===== src/rtl/pipeline_sequencer_if.sv =====
// Run-control / hazard bundle between the debug+datapath side and the
// pipeline sequencer. The sequencer is the slave: it samples i_* and drives o_*.
interface pipeline_sequencer_if #(
   parameter int NB_ADDR = 5,
   parameter int NB_CNT  = 32
);
   logic               i_start;
   logic               i_step;
   logic               i_halt_req;
   logic               i_halt_instr;
   logic               i_jump;
   logic [NB_ADDR-1:0] i_id_rs;
   logic [NB_ADDR-1:0] i_id_rt;
   logic [NB_ADDR-1:0] i_ex_rt;
   logic               i_ex_memRead;
   logic               o_pipe_en;
   logic               o_pc_en;
   logic               o_ifid_en;
   logic               o_ifid_flush;
   logic               o_id_stall;
   logic [2:0]         o_state;
   logic               o_done;
   logic [NB_CNT-1:0]  o_cycle_count;
   logic [NB_CNT-1:0]  o_stall_count;

   modport master (
      output i_start, i_step, i_halt_req, i_halt_instr, i_jump,
             i_id_rs, i_id_rt, i_ex_rt, i_ex_memRead,
      input  o_pipe_en, o_pc_en, o_ifid_en, o_ifid_flush, o_id_stall,
             o_state, o_done, o_cycle_count, o_stall_count
   );

   modport slave (
      input  i_start, i_step, i_halt_req, i_halt_instr, i_jump,
             i_id_rs, i_id_rt, i_ex_rt, i_ex_memRead,
      output o_pipe_en, o_pc_en, o_ifid_en, o_ifid_flush, o_id_stall,
             o_state, o_done, o_cycle_count, o_stall_count
   );
endinterface


===== src/rtl/pipeline_sequencer.sv =====
// Run-control and load-use/jump hazard sequencer for the 5-stage MIPS pipeline.
// Optional macro PIPE_SEQ_STALL_CNT_EN builds the saturating load-use stall counter.
module pipeline_sequencer #(
   parameter int NB_ADDR      = 5,
   parameter int NB_CNT       = 32,
   parameter int DRAIN_CYCLES = 4
) (
   input  logic                 clk,
   input  logic                 i_rst,
   pipeline_sequencer_if.slave  bus
);

   typedef enum logic [2:0] {
      ST_IDLE  = 3'd0,
      ST_RUN   = 3'd1,
      ST_STEP  = 3'd2,
      ST_DRAIN = 3'd3,
      ST_DONE  = 3'd4
   } state_t;

   localparam int NB_DRN = (DRAIN_CYCLES < 2) ? 1 : $clog2(DRAIN_CYCLES);
   localparam logic [NB_DRN-1:0] DRN_LAST = NB_DRN'(DRAIN_CYCLES - 1);

   function automatic logic [NB_CNT-1:0] sat_inc(input logic [NB_CNT-1:0] v);
      return (&v) ? v : v + NB_CNT'(1);
   endfunction

   state_t              state_p0;
   logic [NB_DRN-1:0]   drain_cnt_p0;
   logic [NB_CNT-1:0]   cycle_cnt_p0;

   logic load_use;
   logic active;
   logic pipe_en;
   logic pc_en;
   logic ifid_en;
   logic ifid_flush;
   logic id_stall;
   logic done;

   assign load_use = bus.i_ex_memRead && (bus.i_ex_rt != '0) &&
                     ((bus.i_ex_rt == bus.i_id_rs) || (bus.i_ex_rt == bus.i_id_rt));
   assign active   = (state_p0 == ST_RUN) || (state_p0 == ST_STEP);

   // Stage p0 boundary: combinational control from current state and hazards
   always_comb begin
      pipe_en    = 1'b0;
      pc_en      = 1'b0;
      ifid_en    = 1'b0;
      ifid_flush = 1'b0;
      id_stall   = 1'b0;
      done       = 1'b0;
      case (state_p0)
         ST_RUN, ST_STEP: begin
            pipe_en = 1'b1;
            // A load-use bubble holds IF/ID, so jump/halt are re-seen next cycle
            if (load_use) begin
               id_stall = 1'b1;
            end else begin
               pc_en      = 1'b1;
               ifid_en    = 1'b1;
               ifid_flush = bus.i_jump;
            end
         end
         ST_DRAIN: begin
            pipe_en  = 1'b1;
            id_stall = 1'b1;
         end
         ST_DONE: begin
            done = 1'b1;
         end
         default: begin
         end
      endcase
   end

   always_ff @(posedge clk) begin
      if (i_rst) begin
         state_p0     <= ST_IDLE;
         drain_cnt_p0 <= '0;
      end else begin
         case (state_p0)
            ST_IDLE: begin
               if (bus.i_start)     state_p0 <= ST_RUN;
               else if (bus.i_step) state_p0 <= ST_STEP;
            end
            ST_RUN: begin
               if (bus.i_halt_instr && !load_use) begin
                  state_p0     <= ST_DRAIN;
                  drain_cnt_p0 <= '0;
               end else if (bus.i_halt_req) begin
                  state_p0 <= ST_IDLE;
               end
            end
            ST_STEP: begin
               if (bus.i_halt_instr && !load_use) begin
                  state_p0     <= ST_DRAIN;
                  drain_cnt_p0 <= '0;
               end else begin
                  state_p0 <= ST_IDLE;
               end
            end
            ST_DRAIN: begin
               // HALT was caught in ID; let the older instructions retire through WB
               if (drain_cnt_p0 == DRN_LAST) state_p0 <= ST_DONE;
               else                          drain_cnt_p0 <= drain_cnt_p0 + NB_DRN'(1);
            end
            ST_DONE: begin
               state_p0 <= ST_DONE;
            end
            default: begin
               state_p0 <= ST_IDLE;
            end
         endcase
      end
   end

   always_ff @(posedge clk) begin
      if (i_rst)        cycle_cnt_p0 <= '0;
      else if (pipe_en) cycle_cnt_p0 <= sat_inc(cycle_cnt_p0);
   end

`ifdef PIPE_SEQ_STALL_CNT_EN
   logic [NB_CNT-1:0] stall_cnt_p0;

   always_ff @(posedge clk) begin
      if (i_rst)                    stall_cnt_p0 <= '0;
      else if (active && load_use)  stall_cnt_p0 <= sat_inc(stall_cnt_p0);
   end

   assign bus.o_stall_count = stall_cnt_p0;
`else
   assign bus.o_stall_count = '0;
`endif

   assign bus.o_pipe_en     = pipe_en;
   assign bus.o_pc_en       = pc_en;
   assign bus.o_ifid_en     = ifid_en;
   assign bus.o_ifid_flush  = ifid_flush;
   assign bus.o_id_stall    = id_stall;
   assign bus.o_done        = done;
   assign bus.o_state       = state_p0;
   assign bus.o_cycle_count = cycle_cnt_p0;

endmodule


===== src/flat_wrapper.sv =====
// flat-port wrapper written by rule: the top's interface ports become plain ports
module pipeline_sequencer_flat 
#(
   parameter int NB_ADDR      = 5,
   parameter int NB_CNT       = 32,
   parameter int DRAIN_CYCLES = 4
)
  (clk, i_rst, bus_i_start, bus_i_step, bus_i_halt_req, bus_i_halt_instr, bus_i_jump, bus_i_id_rs, bus_i_id_rt, bus_i_ex_rt, bus_i_ex_memRead, bus_o_pipe_en, bus_o_pc_en, bus_o_ifid_en, bus_o_ifid_flush, bus_o_id_stall, bus_o_state, bus_o_done, bus_o_cycle_count, bus_o_stall_count);
  pipeline_sequencer_if #(.NB_ADDR(NB_ADDR), .NB_CNT(NB_CNT)) bus_i ();
  input  logic clk;
  input  logic i_rst;
  input wire logic [$bits(bus_i.i_start)-1:0] bus_i_start;
  input wire logic [$bits(bus_i.i_step)-1:0] bus_i_step;
  input wire logic [$bits(bus_i.i_halt_req)-1:0] bus_i_halt_req;
  input wire logic [$bits(bus_i.i_halt_instr)-1:0] bus_i_halt_instr;
  input wire logic [$bits(bus_i.i_jump)-1:0] bus_i_jump;
  input wire logic [$bits(bus_i.i_id_rs)-1:0] bus_i_id_rs;
  input wire logic [$bits(bus_i.i_id_rt)-1:0] bus_i_id_rt;
  input wire logic [$bits(bus_i.i_ex_rt)-1:0] bus_i_ex_rt;
  input wire logic [$bits(bus_i.i_ex_memRead)-1:0] bus_i_ex_memRead;
  output wire logic [$bits(bus_i.o_pipe_en)-1:0] bus_o_pipe_en;
  output wire logic [$bits(bus_i.o_pc_en)-1:0] bus_o_pc_en;
  output wire logic [$bits(bus_i.o_ifid_en)-1:0] bus_o_ifid_en;
  output wire logic [$bits(bus_i.o_ifid_flush)-1:0] bus_o_ifid_flush;
  output wire logic [$bits(bus_i.o_id_stall)-1:0] bus_o_id_stall;
  output wire logic [$bits(bus_i.o_state)-1:0] bus_o_state;
  output wire logic [$bits(bus_i.o_done)-1:0] bus_o_done;
  output wire logic [$bits(bus_i.o_cycle_count)-1:0] bus_o_cycle_count;
  output wire logic [$bits(bus_i.o_stall_count)-1:0] bus_o_stall_count;
  assign bus_i.i_start = bus_i_start;
  assign bus_i.i_step = bus_i_step;
  assign bus_i.i_halt_req = bus_i_halt_req;
  assign bus_i.i_halt_instr = bus_i_halt_instr;
  assign bus_i.i_jump = bus_i_jump;
  assign bus_i.i_id_rs = bus_i_id_rs;
  assign bus_i.i_id_rt = bus_i_id_rt;
  assign bus_i.i_ex_rt = bus_i_ex_rt;
  assign bus_i.i_ex_memRead = bus_i_ex_memRead;
  assign bus_o_pipe_en = bus_i.o_pipe_en;
  assign bus_o_pc_en = bus_i.o_pc_en;
  assign bus_o_ifid_en = bus_i.o_ifid_en;
  assign bus_o_ifid_flush = bus_i.o_ifid_flush;
  assign bus_o_id_stall = bus_i.o_id_stall;
  assign bus_o_state = bus_i.o_state;
  assign bus_o_done = bus_i.o_done;
  assign bus_o_cycle_count = bus_i.o_cycle_count;
  assign bus_o_stall_count = bus_i.o_stall_count;
  pipeline_sequencer #(.NB_ADDR(NB_ADDR), .NB_CNT(NB_CNT), .DRAIN_CYCLES(DRAIN_CYCLES)) u_core (.clk(clk), .i_rst(i_rst), .bus(bus_i));
endmodule

===== config.mk =====
export PLATFORM = sky130hd
export DESIGN_NAME = pipeline_sequencer_flat
export DESIGN_NICKNAME = d
export VERILOG_FILES = /design/src/rtl/pipeline_sequencer_if.sv /design/src/rtl/pipeline_sequencer.sv /design/src/flat_wrapper.sv
export SDC_FILE = /design/constraint.sdc
export NUM_CORES = 1
export LEC_CHECK = 0
export ABC_AREA = 1
export CAP_MARGIN = 20
export CORE_MARGIN = 5
export CORE_UTILIZATION = 49
export CTS_CLUSTER_SIZE = 8
export DETAILED_ROUTE_END_ITERATION = 8
export PLACE_DENSITY = 0.89
export SETUP_SLACK_MARGIN = 0.5
export SLEW_MARGIN = 20
export SYNTH_ARGS = -nofsm -noshare
export SYNTH_HDL_FRONTEND = slang
export SYNTH_SLANG_ARGS = --single-unit

===== constraint.sdc =====
create_clock -name clk -period 3.01 [get_ports clk]
set_input_delay 0.301 -clock clk [delete_from_list [all_inputs] [get_ports clk]]
set_output_delay 0.301 -clock clk [all_outputs]
set_load 0.1 [all_outputs]

== After elaboration in Yosys (flattened, before gate mapping) ==
Index checks and enable logic that the tools add are counted.

* Add/subtract/negate cells: 2
* Multipliers: 0
* Div/mod/pow operators: 0
* $lt $le $gt $ge: 0
* Eq/ne operators: 12
* Shift-type cells: 0
* Mux-type cells: 18
* Bitwise logic cells: 1
* Reductions and logical operators: 14

{| class="wikitable"
|+ Operator list
! kind !! number
|-
| adder 32 x 1 -> 32 bit (second input constant) || 1
|-
| AND reduction 32 bit || 1
|-
| two-way mux 3 bit || 5
|-
| one-hot mux 3 bit (5 select lines) || 1
|-
| == test 5 bit || 2
|-
| two-way mux 1 bit || 7
|-
| == test 3 x 2 -> 1 bit (second input constant) || 2
|-
| two-way mux 2 bit || 3
|-
| inequality test 3 bit (second input constant) || 2
|-
| AND reduction 3 bit || 2
|-
| nonzero test 5 bit || 1
|-
| inequality test 2 x 1 -> 1 bit (second input constant) || 2
|-
| one-hot mux 2 bit (2 select lines) || 1
|-
| == test 3 x 1 -> 1 bit (second input constant) || 1
|-
| == test 3 bit (second input constant) || 1
|-
| logical AND 1 bit || 3
|-
| logical NOT 3 bit || 1
|-
| OR reduction 3 bit || 1
|-
| adder 2 x 1 -> 2 bit (second input constant) || 1
|-
| == test 2 bit (second input constant) || 1
|-
| inequality test 2 bit (second input constant) || 1
|-
| one-hot mux 1 bit (2 select lines) || 1
|-
| AND reduction 2 bit || 1
|-
| nonzero test 2 bit || 1
|-
| other kinds (4) || 4
|}

* Flip-flop bits (word level): 37
* Bits in latches: 0
* RAM bits: 0
* Bits in read-only memories: 0
* Input bits: 23
* Output and inout bits: 73
* Logic and storage cells: 50
* Memories: 0

== Logic depth before layout (Yosys ltp) ==
Gate-level depths: netlist of the first run.

* Word-level depth: 7
* Gate-level depth with buffers: 12
* Mapped depth without buffers: 12

== Least setup slack after synthesis of the first run ==
No wires, ideal clock.

* Path kind: flip-flop to output port
* Start point: register u_core.state_p0[0] (netlist: u_core.bus.o_state[0])
* End point: output port bus_o_id_stall
* Data arrival time: 3473 ps
* Data required time: 2709 ps
* Setup slack: -764 ps
* Cell stages (with the launch flop): 3
* Path buffers: 0
* Cell sequence: dfxtp_1 -> nor2_1 -> o31ai_1

* Longest elaborated chain between the ends: 3
* Elaborated cells on any way between the ends: 5
* Classes of those cells: 3 x eq/ne; 1 x mux; 1 x reduce/logical

{| class="wikitable"
|+ RTL lines
! element !! RTL line !! source
|-
| start: declaration || pipeline_sequencer.sv:28 || <nowiki>state_t state_p0;</nowiki>
|-
| start signal: assignment || pipeline_sequencer.sv:79 || <nowiki>state_p0 <= ST_IDLE;</nowiki>
|-
| start signal: assignment || pipeline_sequencer.sv:84 || <nowiki>if (bus.i_start) state_p0 <= ST_RUN;</nowiki>
|-
| start signal: assignment || pipeline_sequencer.sv:85 || <nowiki>else if (bus.i_step) state_p0 <= ST_STEP;</nowiki>
|-
| == test 3 x 2 -> 1 bit / == test 3 x 1 -> 1 bit (equally long branches) || -- ||
|-
| OR reduction 2 bit (no line) || -- ||
|-
| one-hot mux 1 bit (2 select lines) * || pipeline_sequencer.sv:53 || <nowiki>case (state_p0)</nowiki>
|-
| end: declaration || flat_wrapper.sv:25 || <nowiki>output wire logic [$bits(bus_i.o_id_stall)-1:0] bus_o_id_stall;</nowiki>
|}

Every way passes the cells marked *; elsewhere a longest branch is shown, timed or not.

== Worst setup path in the final report of the first run ==
* Start point: input port bus_i_ex_rt[0]
* End point: output port bus_o_id_stall

* Longest elaborated chain between the ends: 5
* Elaborated cells on any way between the ends: 8
* Classes of those cells: 2 x eq/ne; 2 x mux; 4 x reduce/logical

{| class="wikitable"
|+ RTL lines
! element !! RTL line !! source
|-
| start: declaration || flat_wrapper.sv:19 || <nowiki>input wire logic [$bits(bus_i.i_ex_rt)-1:0] bus_i_ex_rt;</nowiki>
|-
| == test 5 bit / nonzero test 5 bit (equally long branches) || pipeline_sequencer.sv:42, pipeline_sequencer.sv:41 ||
|-
| logical OR 1 bit / logical AND 1 bit (equally long branches) || pipeline_sequencer.sv:42, pipeline_sequencer.sv:41 ||
|-
| logical AND 1 bit * || pipeline_sequencer.sv:41 || <nowiki>assign load_use = bus.i_ex_memRead && (bus.i_ex_rt != '0) &&</nowiki>
|-
| two-way mux 1 bit * || pipeline_sequencer.sv:57 || <nowiki>if (load_use) begin</nowiki>
|-
| one-hot mux 1 bit (2 select lines) * || pipeline_sequencer.sv:53 ||
|}

Marked as above.

==> results of run 1 <==
==> cell families after synthesis <==
group	synth area share
AOI/OAI and AO/OA	0.08004
xor gates and xnor gates	0.08469
adders and majority gates	0.009305
buffers and inverters	0.1792
DFF	0.2755
other	0.001395
and+or+nand+nor	0.3699
==> layout make-up <==
type	instances	area, sq um
inverters	46	175.2
repair buffers	64	535.5
clock buffers	7	86.33
flip-flops and latches	37	744.5
fillers	571	2173
multi-input cells	337	1600
well taps	72	90.09
==> sequential cells by signal, indices dropped and copies added, names as in the netlist <==
name and cells:
u_core.bus.o_state 3, u_core.drain_cnt_p0 2, u_core.bus.o_cycle_count 32
==> placed cells by master, fill, tap and decap left out <==
cell type / instances
nand2_1: 135
nor2_1: 51
buf_4: 42
inv_1: 41
dfxtp_1: 34
conb_1: 32
a21oi_1: 30
clkdlybuf4s50_1: 22
xor2_1: 16
nand3_1: 15
nor3_1: 12
xnor2_1: 10
o21ai_0: 7
nor2_2: 6
nand4_1: 6
clkbuf_8: 6
inv_2: 4
nor3_2: 4
dfxtp_2: 3
and3_1: 2
ha_1: 2
o31ai_2: 1
nor2_4: 1
a21boi_0: 1
nand2_2: 1
nand2_4: 1
inv_4: 1
nor3b_1: 1
a211oi_1: 1
nand3_2: 1
o21bai_1: 1
clkbuf_1: 1
==> metal layers <==
| layer | wire length, um | GRT usage | vias up |
|---|---|---|---|
| li1 | - | - | 1396 |
| met1 | 2851 | 0.2370 | 1217 |
| met2 | 3305 | 0.3271 | 105 |
| met3 | 581 | 0.04640 | 9 |
| met4 | 114 | 0.05409 | 0 |
| met5 | 0 | 0 | - |
==> through the flow <==
stage / utilization / worst slack (ps) / cell area [sq um] / hold WS [ps] / total power, mW
2_1_floorplan: - / 440.2 / 2826 / 478.5 / 1.213
3_3_place_gp: 0.5815 / 862.4 / 3143 / 471.5 / 1.261
3_5_place_dp: 0.5815 / 769.8 / 3143 / 491.6 / 1.273
4_1_cts: 0.5975 / 753.1 / 3229 / 509.6 / 1.611
5_1_grt: 0.5979 / 626.9 / 3232 / 545.4 / 1.678
6_report: 0.5979 / 837.8 / 3232 / 509.4 / 1.606
==> power by group <==
part           internal [mW]  total, mW  switching, mW
clock                  0.181      0.342          0.161
sequential             0.512      0.537         0.0243
combinational          0.124      0.727          0.603
total                  0.818       1.61          0.788
==> repair_timing <==
action                                  in CTS  in global routing
resized for setup                            0                  2
endpoints found under the setup margin       0                  1
hold buffers                                 0                  0
==> worst max-delay path by stage <==
stage	slack [ps]	startpoint	to
2_1_floorplan	440	u_core.bus.o_state[0]	bus_o_id_stall
3_5_place_dp	770	u_core.bus.o_cycle_count[0]	u_core.bus.o_cycle_count[9]
3_3_place_gp	860	bus_i_ex_rt[4]	bus_o_id_stall
5_1_grt	630	u_core.bus.o_cycle_count[0]	u_core.bus.o_cycle_count[9]
4_1_cts	750	u_core.bus.o_cycle_count[0]	u_core.bus.o_cycle_count[9]
6_report	840	bus_i_ex_rt[0]	bus_o_id_stall
==> critical path, stage by stage <==
cell and delay (ps):
clkdlybuf4s50_1 520, inv_1 80, nand2_1 60, nand2_1 50
nor2_1 100, nand3_1 70, nand2_1 60, nand2_1 110
o31ai_2 200, buf_4 330
==> out/qor.tcl, run 1 <==
set qor(min_to) {u_core.bus.o_cycle_count[3]}
set qor(finalSetupViolations) 0
set qor(via_count) 2727
set qor(slew-limit-headroom) 0.5903
set qor(grt_start_max_net_pins) 34
set qor(numCtsBuffers) 5
set qor(post_route_cells_drive_above_1_share) 0.1446
set qor(final.setup_skew_ps) 2.331
set qor(critical_path.max_fanout) 4
set qor(postCtsSetupBuffers) 0
set qor(finish.net_count) 516
set qor(async_reset_ff_frac) 0
set qor(worst_voltage_drop_across_the_vdd_grid_uv) 399.1
set qor(setup_tns_ps) 0
set qor(hold_depth) 1
set qor(grt_setup_unrepaired) {no}
set qor(arrival_ps) 1870
set qor(post-dp-hpwl_mm) 5.602
set qor(maximum_clock_path_buffer_count) 2
set qor(synth.yosys.seq_area_share) 0.2755
set qor(htree_levels) 2
set qor(hold_viol) 0
set qor(syn_avg_cell_area_sq_um) 6.239
set qor(grt_pass1_vias) 2474
set qor(fp.dieArea_sq_um) 7069
set qor(boundaryPins) 96
set qor(synth_flop_cell) {dfxtp_1}
set qor(regToRegSetupSlack_ps) 870
set qor(timing.final.crit_share) 0.7217
set qor(insertion_delay_ps) 280
set qor(route.detailed.drc) 0
set qor(critical_path.endpoint_type) {primary output}
set qor(drtPass1Iterations) 4
set qor(worst_setup_path_start_kind) {input port}
set qor(initial_utilization) 0.4975
set qor(antenna_cells_inserted) 0
set qor(critical_path_required_ps) 2710
set qor(yosys_register_bits) 37
set qor(outcome) {complete, no violations}
set qor(hold_path_startpoint) {u_core.bus.o_cycle_count[3]}
set qor(max_cap_check_violation_count) 0
set qor(min_path_type) {register to register}
set qor(yosysWarnings) 0
set qor(syn-instance-count) 431
set qor(synth_top_cell_by_area) {dfxtp_1}
set qor(synth_commonest_cells) {nand2_1, nor2_1, inv_1}
set qor(dp.cells) 556
set qor(cts.clk_slew.worst_paths_ps) 70
set qor(final_max_slew_viol_count) 0
set qor(gp_congestion) 0.9157
set qor(worst_r2r_startpoint) {u_core.bus.o_cycle_count[0]}
set qor(die_width_um) 84.08
set qor(r2r.worst_path.cells) 11
set qor(synth_edf_count) 0
set qor(drt_iter0_markers) 154
set qor(yosys.cell_count.top_type) {nand2_1}
set qor(placement_rows) 27
set qor(power_per_cell_area_nw_per_um2) 497.0
set qor(clock-sinks) 37
set qor(clock.fmax_ghz) 0.4604
set qor(worstSetupPathType) {input port to primary output}
set qor(fin_crit_ps) 2172
set qor(grt_overflow_total) 0
set qor(ant_nets) 0
set qor(total_leakage_power_nw) 1.440
set qor(tritoncts_clock_tree) {done}
set qor(grt_pass1_wl_mm) 11.23
set qor(netlist-cell-type-count) 29
set qor(clockRootBuffer) {clkbuf_8}
set qor(least_margin_pin_slew_ps) 612.7
set qor(floorplan.core_area_sq_um) 5405
set qor(areaGrowthSynthToFinish_pct) 20.20
set qor(synth_top_cells_by_area) {dfxtp_1, nand2_1, buf_4}
set qor(grt_antenna_before_repair) 0
set qor(routed_wl_mm) 6.852
set qor(port-buffer-count) 63
set qor(fp.dieH_um) 84.08
set qor(reg2reg_to) {u_core.bus.o_cycle_count[9]}
set qor(synth_top_area_frac) 0.2755
set qor(final_routed_wire_length_divided_by_cell_count_um) 12.17
set qor(post_layout_nonfiller_instances) 563
set qor(syn_area_sq_um) 2689
set qor(avgViaCountPerCell) 4.844
set qor(gr-usage-all-layers) 0.1912
Note: power is estimated with default switching activity, not from simulation.
==> run 2, diff against run 1 <==
- CORE_UTILIZATION: 49 -> 41
- PLACE_DENSITY: 0.89 -> 0.8
- clock period: 3.01 -> 1.81 ns (I/O delays scaled with it)
==> run 2 against run 1 <==
Against the previous run:
- sequential share of layout area is 3.7 points lower
- utilization is 9.4 points higher
- first-iteration DRC count is 74% higher
- die area is 17% higher
- largest power group unchanged
- highest routed layer unchanged
- final cell count is 10% higher
- critical endpoint is now u_core.bus.o_cycle_count[22]
- flip-flop and latch count stayed put
- register-to-register slack worse by 750 ps
- global-route usage is 0.95 points higher
- clock power is 89% higher
- sequential power is 66% higher
- via count is 19% higher
- power is 120% higher
==> out/qor.tcl, run 2 (synthesized netlist as in run 1, its figures left out) <==
set qor(numCtsBuffers) 5 ;# unchanged
set qor(clock.fmax_ghz) 0.5910
set qor(cts.clk_slew.worst_paths_ps) 70 ;# about the same
set qor(drtPass1Iterations) 5 ;# +1
set qor(final_routed_wire_length_divided_by_cell_count_um) 16.11 ;# +32%
set qor(final_cell_mix) {nand2_1, buf_4, nor2_1, conb_1, inv_1}
set qor(routed_wl_mm) 9.988 ;# +46%
set qor(timing.critical_path.mode_cell) {nor3_4}
set qor(critical_path_required_ps) 2040 ;# -670 ps
set qor(total_leakage_power_nw) 2.031 ;# +41%
set qor(clockRootBuffer) {clkbuf_8}
set qor(multi_input_comb_area_sq_um) 2059 ;# +29%
set qor(outcome) {complete, no violations}
set qor(route.detailed.drc) 0 ;# unchanged
set qor(placement.setup.worst_slack_ps) -144.1 ;# -913.9 ps
set qor(boundaryPins) 96 ;# unchanged
set qor(final.fill_count) 474 ;# -17%
set qor(min_path_type) {register to register}
set qor(areaGrowthSynthToFinish_pct) 63.29
set qor(tritoncts_clock_tree) {done}
set qor(finalSetupViolations) 0 ;# unchanged
set qor(cp-startpoint) {u_core.bus.o_cycle_count[22]}
set qor(grt_pass1_wl_mm) 13.79 ;# +23%
set qor(fin_crit_ps) 1692
set qor(arrival_ps) 1920 ;# +50 ps
set qor(final_max_slew_viol_count) 0 ;# unchanged
set qor(floorplan.core_area_sq_um) 6350 ;# +17%
set qor(worst_r2r_startpoint) {u_core.bus.o_cycle_count[22]}
set qor(ctsHoldBuffers) 0 ;# unchanged
set qor(initial_utilization) 0.4234 ;# -0.07401
set qor(placement_rows) 29 ;# +7.4%
set qor(seq_area_sq_um) 849.6 ;# +14%
set qor(r2r.worst_path.cells) 10 ;# -1
set qor(critical-path-slowest-cell) {dfxtp_4}
set qor(power_per_cell_area_nw_per_um2) 790.8 ;# +59%
set qor(max_stage_delay_ps) 360 ;# -160 ps
set qor(critical_path.endpoint_type) {register}
set qor(antenna_cells_inserted) 0 ;# unchanged
set qor(post_route_cells_drive_above_1_share) 0.4825 ;# +0.3379
set qor(worst_hold_slack_ps) 466.2 ;# -43.20 ps
set qor(insertion_delay_ps) 300 ;# +20 ps
set qor(hold_path_startpoint) {u_core.bus.o_cycle_count[3]}
set qor(worst_setup_path_start_kind) {register}
set qor(gp_congestion) 0.9608 ;# +4.9%
set qor(die_width_um) 90.98 ;# +8.2%
set qor(hold_viol) 0 ;# unchanged
set qor(post-dp-hpwl_mm) 5.653 ;# +0.92%
set qor(fp.dieH_um) 90.98 ;# +8.2%
set qor(worst_voltage_drop_across_the_vdd_grid_uv) 651.2 ;# +63%
set qor(setup_slack_ps) 117.9 ;# -719.9 ps
set qor(worstSetupEndpoint) {u_core.bus.o_cycle_count[22]}
set qor(grt_start_max_net_pins) 30 ;# -12%
set qor(timing.final.crit_share) 0.9349
set qor(layout_commonest_cell) {nand2_1}
set qor(maximum_clock_path_buffer_count) 2 ;# unchanged
set qor(ant_nets) 0 ;# unchanged
set qor(grt_antenna_before_repair) 0 ;# unchanged
set qor(grt_pass1_vias) 2928 ;# +18%
set qor(htree_levels) 2 ;# unchanged
set qor(grt_setup_unrepaired) {yes}
set qor(gr-usage-all-layers) 0.2007 ;# +0.009513
set qor(crit_chain) {inv_4 -> nor3_4 -> nand2_2 -> nor3_4 -> nand2_4 -> nand2_8 -> buf_12 -> clkbuf_16 -> nand2_1 -> a21oi_1}
set qor(largest_register_ff_count) 32 ;# unchanged
set qor(critical_path.max_fanout) 8 ;# +4
set qor(port-buffer-count) 63 ;# unchanged
set qor(max_cap_check_violation_count) 0 ;# unchanged
set qor(finish.net_count) 567 ;# +9.9%
set qor(drt_iter0_markers) 268 ;# +74%
set qor(placed_cell_area_sq_um) 3467 ;# +10%
set qor(regToRegSetupSlack_ps) 120 ;# -750 ps
set qor(avgViaCountPerCell) 5.244 ;# +8.3%
set qor(reg2reg_to) {u_core.bus.o_cycle_count[22]}
set qor(final.setup_skew_ps) 5.700 ;# +3.369 ps
set qor(worstSetupPathType) {register to register}
set qor(grt_overflow_total) 0 ;# unchanged
set qor(fp.dieArea_sq_um) 8277 ;# +17%
set qor(via_count) 3251 ;# +19%
set qor(finalInstanceArea_sq_um) 4390 ;# +36%
set qor(clock-sinks) 37 ;# unchanged
-- run 2: cell types whose count changed in the layout (fill, tap and decap cells not counted), moves of 16 or more --
| cell | change |
|---|---|
| buf_4 | +35 |
| nand2_2 | +22 |
| nand2_1 | -35 |
| clkdlybuf4s50_1 | -16 |
| dfxtp_1 | -32 |
| nor2_1 | -19 |
| dfxtp_4 | +26 |
-- run 2: critical path, delay by kind of cell, from the launching register on --
kind | cells | cell delay, ps
AOI/OAI and AO/OA | 1 | 130
buffers and inverters | 3 | 320
DFF | 1 | 360
and+or+nand+nor | 6 | 790
-- run 2: area by class of cell --
class	count	share of cell area
Multi-Input combinational cell	337	0.4691
Timing Repair Buffer	114	0.2442
Sequential cell	37	0.1935
Inverter	46	0.04560
Clock buffer	7	0.02194
Tap cell	77	0.02194
Timing Repair inverter	1	0.002565
Clock inverter	1	0.001140
-- run 2: worst min-delay path by stage --
stage / depth (start not counted) / to / slack (ps)
2_1_floorplan: 3 / u_core.bus.o_cycle_count[4] / 380
3_3_place_gp: 1 / u_core.bus.o_cycle_count[3] / 440
3_5_place_dp: 1 / u_core.bus.o_cycle_count[3] / 440
4_1_cts: 1 / u_core.bus.o_cycle_count[3] / 460
5_1_grt: 1 / u_core.bus.o_cycle_count[3] / 470
6_report: 1 / u_core.bus.o_cycle_count[3] / 470
-- run 2: routing by layer --
layer | routed length [um] | vias to the layer above | track usage
li1 | - | 1503 | -
met1 | 3670 | 1490 | 0.2416
met2 | 4942 | 207 | 0.3347
met3 | 947 | 51 | 0.05372
met4 | 428 | 0 | 0.08802
met5 | 0 | - | 0
-- run 2: what timing repair did --
action | in CTS | in global routing
pin swaps | 27 | 48
cloned | 3 | 1
setup buffers | 26 | 13
gates resized for setup | 95 | 89
setup endpoints to repair | 42 | 44
-- run 2: per-stage QoR --
stage          utilization  power (mW)  instances  TNS, ps
2_1_floorplan            -       2.087        462   -533.6
3_3_place_gp        0.5460       2.271        569   -402.7
3_5_place_dp        0.5460       2.287        569   -759.5
4_1_cts             0.6394       3.275        606        0
5_1_grt             0.6914       3.589        620        0
6_report            0.6914       3.472        620        0
-- run 2: power by group --
part	switching [mW]	internal (mW)
Sequential	0.0601	0.831
Combinational	1.30	0.631
Clock	0.302	0.344
Total	1.67	1.81
==> run 3, diff against run 2 <==
- SETUP_SLACK_MARGIN: 0.5 -> unset
==> run 3 against run 2 <==
Against the previous run:
- flip-flop and latch count is the same
- fmax down 1.7%
- via count is 12% lower
- count of clock-buffer cells in the layout is 1 higher
- sequential power is 0.4% higher
- critical path depth decreased by 3
- hold slack worse by 12 ps
- first-iteration DRC count down 28%
- critical path type is now input port to primary output
==> out/qor.tcl, run 3 (synthesized netlist as in run 1, its figures left out) <==
set qor(power_per_cell_area_nw_per_um2) 814.1 ;# +2.9%
set qor(layout_commonest_cell) {nand2_1}
set qor(floorplan.core_area_sq_um) 6350 ;# unchanged
set qor(arrival_ps) 1540 ;# -380 ps
set qor(final.fill_count) 632 ;# +33%
set qor(crit_chain) {clkdlybuf4s50_1 -> xnor2_1 -> nand3_1 -> nand2_1 -> nand2_2 -> o31ai_4 -> buf_12}
set qor(drtPass1Iterations) 4 ;# -1
set qor(met3_usage) 0.04215 ;# -0.01157
set qor(regToRegSetupSlack_ps) 130 ;# about the same
set qor(critical_path.endpoint_type) {primary output}
set qor(cp-startpoint) {bus_i_id_rt[4]}
set qor(clock.fmax_ghz) 0.5807 ;# -1.7%
set qor(finalInstanceArea_sq_um) 3586 ;# -18%
set qor(placement_rows) 29 ;# unchanged
set qor(die_width_um) 90.98 ;# unchanged
set qor(worst_voltage_drop_across_the_vdd_grid_uv) 774.1 ;# +19%
set qor(max_cap_check_violation_count) 0 ;# unchanged
set qor(critical_path_required_ps) 1630 ;# -410 ps
set qor(max_stage_delay_ps) 490 ;# +130 ps
set qor(use_met2) 0.3059 ;# -0.02885
set qor(initial_utilization) 0.4234 ;# unchanged
set qor(gr-usage-all-layers) 0.1761 ;# -0.02466
set qor(critical_path.max_fanout) 4 ;# -4
set qor(grt_antenna_before_repair) 0 ;# unchanged
set qor(worst_r2r_startpoint) {u_core.bus.o_cycle_count[3]}
set qor(cts.clk_slew.worst_paths_ps) 70 ;# about the same
set qor(final_routed_wire_length_divided_by_cell_count_um) 13.00 ;# -19%
set qor(finalSetupViolations) 0 ;# unchanged
set qor(antenna_cells_inserted) 0 ;# unchanged
set qor(tritoncts_clock_tree) {done}
set qor(hold_viol) 0 ;# unchanged
set qor(boundaryPins) 96 ;# unchanged
set qor(worst_setup_path_start_kind) {input port}
set qor(worstSetupEndpoint) {bus_o_id_stall}
set qor(outcome) {complete, no violations}
set qor(port-buffer-count) 63 ;# unchanged
set qor(min_path_type) {register to register}
set qor(drt_iter0_markers) 193 ;# -28%
set qor(reg2reg_to) {u_core.bus.o_cycle_count[25]}
set qor(final_util) 0.5647 ;# -0.1267
set qor(total_leakage_power_nw) 1.571 ;# -23%
set qor(route.detailed.drc) 0 ;# unchanged
set qor(htree_levels) 2 ;# unchanged
set qor(final_max_slew_viol_count) 0 ;# unchanged
set qor(via_count) 2864 ;# -12%
set qor(design_power_total_mw) 2.919 ;# -16%
set qor(clockRootBuffer) {clkbuf_8}
set qor(grt_setup_unrepaired) {no}
set qor(grt_overflow_total) 0 ;# unchanged
set qor(avgViaCountPerCell) 4.929 ;# -6.0%
set qor(worst_hold_slack_ps) 454.4 ;# -11.84 ps
set qor(areaGrowthSynthToFinish_pct) 33.36
set qor(gp_congestion) 0.9207 ;# -4.2%
set qor(maximum_clock_path_buffer_count) 2 ;# unchanged
set qor(ant_nets) 0 ;# unchanged
set qor(timing.final.crit_share) 0.9513 ;# +0.01648
set qor(global_route.peak_usage_layer) {met2}
set qor(grt_start_max_net_pins) 33 ;# +10%
set qor(final.setup_skew_ps) 10.55 ;# +4.852 ps
set qor(grt_pass1_wl_mm) 12.21 ;# -11%
set qor(grt_pass1_vias) 2661 ;# -9.1%
set qor(largest_register_ff_count) 32 ;# unchanged
set qor(post_route_cells_drive_above_1_share) 0.2579 ;# -0.2246
set qor(worstSetupPathType) {input port to primary output}
set qor(fin_crit_ps) 1722 ;# +29.83 ps
set qor(numCtsBuffers) 5 ;# unchanged
set qor(placed_cell_area_sq_um) 3447 ;# -0.58%
set qor(critical-path-slowest-cell) {clkdlybuf4s50_1}
set qor(r2r.worst_path.cells) 9 ;# -1
set qor(grt_use_met1) 0.2168 ;# -0.02487
set qor(routed_wl_mm) 7.552 ;# -24%
set qor(final_cell_mix) {nand2_1, nor2_1, buf_4}
set qor(fp.dieArea_sq_um) 8277 ;# unchanged
set qor(clock-sinks) 37 ;# unchanged
set qor(ctsHoldBuffers) 0 ;# unchanged
set qor(placement.setup.worst_slack_ps) -102.6 ;# +41.50 ps
set qor(insertion_delay_ps) 300 ;# about the same
set qor(fp.dieH_um) 90.98 ;# unchanged
set qor(setup_slack_ps) 88.07 ;# -29.83 ps
set qor(post-dp-hpwl_mm) 5.844 ;# +3.4%
set qor(finish.net_count) 528 ;# -6.9%
[run 3: area by class of cell]
class	count	area, sq um	share of cell area
Inverter	46	181.4	0.05059
Clock buffer	8	90.09	0.02512
Multi-Input combinational cell	337	1672	0.4662
Tap cell	77	96.34	0.02687
Sequential cell	37	832.0	0.2320
Timing Repair Buffer	76	714.4	0.1992
[run 3: power by group]
group	internal (mW)	switching, mW
clock	0.311	0.296
sequential	0.841	0.0537
combinational	0.350	1.07
[run 3: repair_timing]
action | 4_1_cts | 5_1_grt
resized for setup | 17 | 9
cloned | 0 | 1
setup endpoints to repair | 6 | 9
hold endpoints to repair | 0 | 0
setup buffers | 0 | 0
pin swaps | 7 | 3
[run 3: routing by layer]
layer / vias to the layer above / share of wire
li1: 1421 / -
met3: 15 / 0.086
met4: 0 / 0.018
met2: 120 / 0.49
met5: - / 0
met1: 1308 / 0.41
[run 3: worst min path at each step]
stage / cells after the start / end / startpoint
after detailed placement: 1 / u_core.bus.o_cycle_count[3] / u_core.bus.o_cycle_count[3]
after floorplan: 3 / u_core.bus.o_cycle_count[4] / i_rst
after global routing: 1 / u_core.bus.o_cycle_count[3] / u_core.bus.o_cycle_count[3]
after global placement: 1 / u_core.bus.o_cycle_count[3] / u_core.bus.o_cycle_count[3]
after CTS: 1 / u_core.bus.o_cycle_count[3] / u_core.bus.o_cycle_count[3]
final: 1 / u_core.bus.o_cycle_count[3] / u_core.bus.o_cycle_count[3]
[run 3: stage by stage]
| stage | std cells | TNS (ps) |
|---|---|---|
| after floorplan | 462 | -1055 |
| after global placement | 572 | -156.9 |
| after detailed placement | 572 | -444.6 |
| after CTS | 580 | 0 |
| after global routing | 581 | 0 |
| final | 581 | 0 |
[run 3: critical path: cells and delay by family]
family	cells	cell delay, ps
buf+inv	2	700
simple gates	3	300
compound gates	1	230
xor+xnor	1	130
